==> src/rtl/icache_dm.sv <==
// icache_dm: direct-mapped instruction cache with blocking request/ready refill.
// Define ICACHE_STATS_EN to build saturating hit/miss counters.
module icache_dm #(
    parameter int LINES = 16,
    parameter int WORDS = 4
) (
    input  logic                Clk,
    input  logic                Rst,
    input  logic                req,
    input  logic [31:0]         addr,
    input  logic                flush,
    output logic [31:0]         rdata,
    output logic                hit,
    output logic                stall,
    output logic                mem_req,
    output logic [31:0]         mem_addr,
    input  logic [32*WORDS-1:0] mem_rdata,
    input  logic                mem_ready,
    output logic [31:0]         hit_count,
    output logic [31:0]         miss_count
);
    localparam int IB = $clog2(LINES);
    localparam int OB = $clog2(WORDS) + 2;
    localparam int TB = 32 - OB - IB;

    typedef enum logic {IDLE, MISS} state_t;

    state_t              r_state, w_next;
    logic [LINES-1:0]    r_valid;
    logic [TB-1:0]       r_tag  [LINES];
    logic [32*WORDS-1:0] r_data [LINES];
    logic                r_mem_req;
    logic [31-OB:0]      r_mem_blk;

    logic [IB-1:0]       w_idx, w_fidx;
    logic [TB-1:0]       w_tag, w_ftag;
    logic [OB-1:0]       w_woff;
    logic [32*WORDS-1:0] w_line;
    logic                w_hit, w_fill, w_start;

    assign w_idx   = addr[OB+IB-1:OB];
    assign w_tag   = addr[31:OB+IB];
    assign w_woff  = addr[OB-1:0] >> 2;
    assign w_line  = r_data[w_idx];
    assign w_fidx  = r_mem_blk[IB-1:0];
    assign w_ftag  = r_mem_blk[31-OB:IB];
    assign w_hit   = req && r_valid[w_idx] && (r_tag[w_idx] == w_tag) && (r_state == IDLE);
    assign w_fill  = (r_state == MISS) && mem_ready;
    assign w_start = (r_state == IDLE) && (w_next == MISS);

    always_ff @(posedge Clk or posedge Rst) begin
        if (Rst) r_state <= IDLE;
        else     r_state <= w_next;
    end

    always_comb begin
        w_next = r_state;
        if (r_state == IDLE) w_next = (req && !w_hit) ? MISS : IDLE;
        else                 w_next = mem_ready ? IDLE : MISS;
    end

    always_comb begin
        hit      = w_hit;
        rdata    = w_hit ? w_line[{w_woff, 5'b0} +: 32] : 32'd0;
        stall    = (r_state == MISS) || (req && !w_hit);
        mem_req  = r_mem_req;
        mem_addr = {r_mem_blk, {OB{1'b0}}};
    end

    // The request address is latched only on the IDLE->MISS edge, so addr may wander during a fill.
    always_ff @(posedge Clk or posedge Rst) begin
        if (Rst) begin
            r_mem_req <= 1'b0;
            r_mem_blk <= '0;
        end else begin
            r_mem_req <= (w_next == MISS);
            if (w_start) r_mem_blk <= addr[31:OB];
        end
    end

    // Flush takes priority over a coinciding fill so the filled line stays invalid.
    always_ff @(posedge Clk or posedge Rst) begin
        if (Rst)         r_valid <= '0;
        else if (flush)  r_valid <= '0;
        else if (w_fill) r_valid[w_fidx] <= 1'b1;
    end

    always_ff @(posedge Clk) begin
        if (w_fill) begin
            r_tag[w_fidx]  <= w_ftag;
            r_data[w_fidx] <= mem_rdata;
        end
    end

`ifdef ICACHE_STATS_EN
    logic [31:0] r_hit_count, r_miss_count;

    always_ff @(posedge Clk or posedge Rst) begin
        if (Rst) begin
            r_hit_count  <= '0;
            r_miss_count <= '0;
        end else begin
            if (w_hit && r_hit_count != '1)    r_hit_count  <= r_hit_count + 32'd1;
            if (w_start && r_miss_count != '1) r_miss_count <= r_miss_count + 32'd1;
        end
    end

    assign hit_count  = r_hit_count;
    assign miss_count = r_miss_count;
`else
    assign hit_count  = 32'd0;
    assign miss_count = 32'd0;
`endif
endmodule

==> config.mk <==
export PLATFORM = sky130hd
export DESIGN_NAME = icache_dm
export DESIGN_NICKNAME = d
export VERILOG_FILES = /design/src/rtl/icache_dm.sv
export SDC_FILE = /design/constraint.sdc
export NUM_CORES = 2
export LEC_CHECK = 0
export BUFFER_PORTS_ARGS = -buffer_cell sky130_fd_sc_hd__buf_4
export CORE_ASPECT_RATIO = 0.75
export CORE_UTILIZATION = 35
export CTS_BUF_LIST = sky130_fd_sc_hd__clkbuf_16
export DETAILED_ROUTE_END_ITERATION = 8
export PLACE_DENSITY = 0.59
export REMOVE_ABC_BUFFERS = 1
export SLEW_MARGIN = 25
export SYNTH_ARGS = -nofsm -noshare
export SYNTH_HDL_FRONTEND = slang
export SYNTH_SLANG_ARGS = --single-unit
export TNS_END_PERCENT = 20
==> constraint.sdc <==
create_clock -name Clk -period 12.5 [get_ports Clk]
set_clock_uncertainty 0.05 [all_clocks]
set_input_delay 1.875 -clock Clk [delete_from_list [all_inputs] [get_ports Clk]]
set_output_delay 1.875 -clock Clk [all_outputs]
set_load 0.01 [all_outputs]
==> flow_metrics.tcl <==
set metrics [dict create \
    status "complete, no violations" \
    fin_crit_ps 9170 \
    core_region_area_um2 270000 \
    routabilityCongestion 0.713 \
    viasPerCell 5.30 \
    routed_wl_um 234000 \
    synth_area_um2 95300 \
    max_cap_viol_count 0 \
    synth_most_common_cell "edfxtp_1" \
    fin_ws_ps 3330 \
    postCtsSetupRepairBufs 0 \
    leakage_nw 34.3 \
    drive_above_1_share_pct 32.4 \
    io_pins 296 \
    die_x_um 605 \
    synth_common_cells "edfxtp_1, mux4_2, clkbuf_1" \
    placed_area_um2 101000 \
    drt.antenna.violating_nets 0 \
    dieArea_um2 274000 \
    io_buffers 225 \
    tightestPinTransition_ps 1090 \
    grt_max_degree 133 \
    syn_avg_cell_area_um2 24.4 \
    vias 42900 \
    place_ws_ps 3180 \
    gr-usage-all-layers_pct 16.9 \
    routedWlPerCell_um 28.9 \
    min_path_type "flop to flop" \
    post_synth_main_area_contributors "edfxtp_1, mux4_2, dfrtp_1, mux2i_1, buf_4" \
    yosysSeqAreaShare_pct 77.8 \
    fin_crit_sh_pct 73.3 \
    ys.flop_type "edfxtp_1" \
    synth_edf_count 2432 \
    cts-resized-gates 0 \
    antenna_found_initial 48 \
    yosysTopAreaCell "edfxtp_1" \
    drtPass1Iterations 5 \
    synthArstFlopShare_pct 1.82 \
    hold_buffers 0 \
    cts_sinks 2477 \
    hp-start "r_valid[10]$_DFFE_PP0P_" \
    dp.cells 7629 \
    r2r_start "mem_req$_DFF_PP0_" \
    synth_seq_cells 2477 \
    regArea_um2 74200 \
    grt_pass1_vias 44600 \
    min_to "r_valid[10]$_DFFE_PP0P_" \
    whs_path_depth 2 \
    initial_core_util_pct 35.3 \
    yosys_warnings 0 \
    fin_area_um2 109000 \
    finalHoldViolations 0 \
    syn_inst 3910 \
    critPathLaunchType "primary input" \
    finalSetupViolCount 0 \
    die_h_um 454 \
    area_growth_pct 14.4 \
    drv_slew 0 \
    fin_nets 4453 \
    critPathArrivalTime_ps 7240 \
    worstReg2RegEnd "r_data[2][58]$_DFFE_PP_" \
    vdd_ir_drop_max_mv 0.134 \
    cts_tree "done" \
    rrSetupSlack_ps 8570 \
    rsz0062_at_grt "false" \
    grt_first_pass_wirelength_um 332000 \
    hpwl_um 121000 \
    multi_input_area_um2 19900 \
    worst_setup_path_end_kind "primary output" \
    drt_iter0_drc 3883 \
    grt_overflow 0 \
    worst_slew_margin_rel_pct 27.6 \
    yosysTopAreaCellShare_pct 76.6 \
    clk_path_buf_depth 4 \
    instances_no_fill 8085 \
    clk_pin_slew_ps 60 \
    cts_made_buffers 246 \
    htree_num_levels 4 \
    cp.required_ps 10570 \
    ys_types 58 \
    insertion_delay_ps 900 \
    reg2reg_depth 7 \
    cp_max_fo 64 \
    critPathKind "primary input to primary output" \
    cts-root-buf "clkbuf_16" \
    drc 0 \
    max_freq_ghz 0.109 \
    num_rows 165 \
    final.fill_count 23400 \
    power.density_nw_per_um2 162 \
]
## power by group
| part | switching [mW] | internal [mW] |
|---|---|---|
| logic | 0.608 | 0.433 |
| clock network | 3.10 | 3.99 |
| registers | 0.127 | 9.40 |
## cell type report
class / instances / share of cell area [%]
Sequential cell: 2477 / 68.0
Timing Repair Buffer: 333 / 2.52
Multi-Input combinational cell: 1224 / 18.3
Clock inverter: 202 / 1.36
Tap cell: 3590 / 4.12
Inverter: 6 / 0.0275
Clock buffer: 248 / 5.69
Antenna cell: 5 / 0.0115
## kinds of logic after synthesis
logic type / synth area share, %
muxes: 18.6
other: 0.00393
AOI/OAI and AO/OA: 0.820
DFF: 77.8
xor gates and xnor gates: 0.239
and+or+nand+nor: 0.906
buffers and inverters: 1.67
## stage by stage
stage	total power, mW	hold WS [ps]	utilization [%]	TNS, ps
finish	17.7	451	40.4	0
global route	18.2	471	40.4	0
CTS	17.9	449	40.3	0
detailed placement	10.8	435	37.5	0
global placement	10.7	423	37.4	0
floorplan	10.2	411	-	-524180
## placed cells by master, fill, tap and decap left out, types with 4 or more instances in the layout
master      Yosys  routed
clkinv_1        0      65
buf_6          10       5
a221oi_1        5       5
nand3_1         5       5
nor3_1         11       7
nand2b_1        8       8
mux4_2        728     728
mux2_4          9       9
and2_1          9       9
and3_1          4       4
nand2_1        29      29
nor2b_1        29      29
xnor2_1        15      15
inv_6           0       5
a22oi_1        11      11
buf_16          0       4
mux2i_1        82      82
a21oi_1         8       8
buf_12          2      10
diode_2         0       5
edfxtp_1     2432    2432
buf_4          82     311
mux2_2         30      30
dfrtp_1        45      45
xor2_1         11      11
nor2_1         62      50
o21ai_0        10      10
nand4_1         4       4
clkbuf_16       0     248
clkinvlp_4      0       7
nor2_4          0      12
o22ai_1         6       6
conb_1          1      68
clkinv_2        0      42
inv_1           4      58
a211oi_1       39      39
bufinv_16       0      20
## registers in the layout, indices dropped and copies added, names as in the netlist
name       flops
mem_req        1
r_data      2048
r_tag        384
r_mem_blk     28
r_valid       16
## layer usage
| layer | vias up | part of all wire, % | GRT usage (%) |
|---|---|---|---|
| met5 | - | 0.11 | 0 |
| met4 | 40 | 2.0 | 3.75 |
| met3 | 344 | 6.1 | 3.34 |
| li1 | 17500 | - | - |
| met2 | 1291 | 50 | 28.2 |
| met1 | 23700 | 42 | 23.0 |
## worst max path at each step
stage | cells past startpoint | end | slack [ps] | from
floorplan | 3 | r_data[0][0]$_DFFE_PP_ | -1020 | mem_ready
global placement | 12 | rdata[5] | 3160 | addr[5]
detailed placement | 12 | rdata[5] | 3180 | addr[5]
CTS | 12 | rdata[5] | 3190 | addr[5]
global route | 12 | rdata[27] | 3000 | addr[4]
finish | 12 | rdata[27] | 3330 | addr[4]
## critical path, stage by stage
cell and delay, ps:
buf_8 440, buf_4 540, mux4_2 560, or3_1 340, nand3_1 80, mux2_2 180
nand4_1 110, a2111oi_2 630, nand4_1 610, buf_4 550, a211oi_1 770, buf_4 250
(Power assumes the default switching activity.)
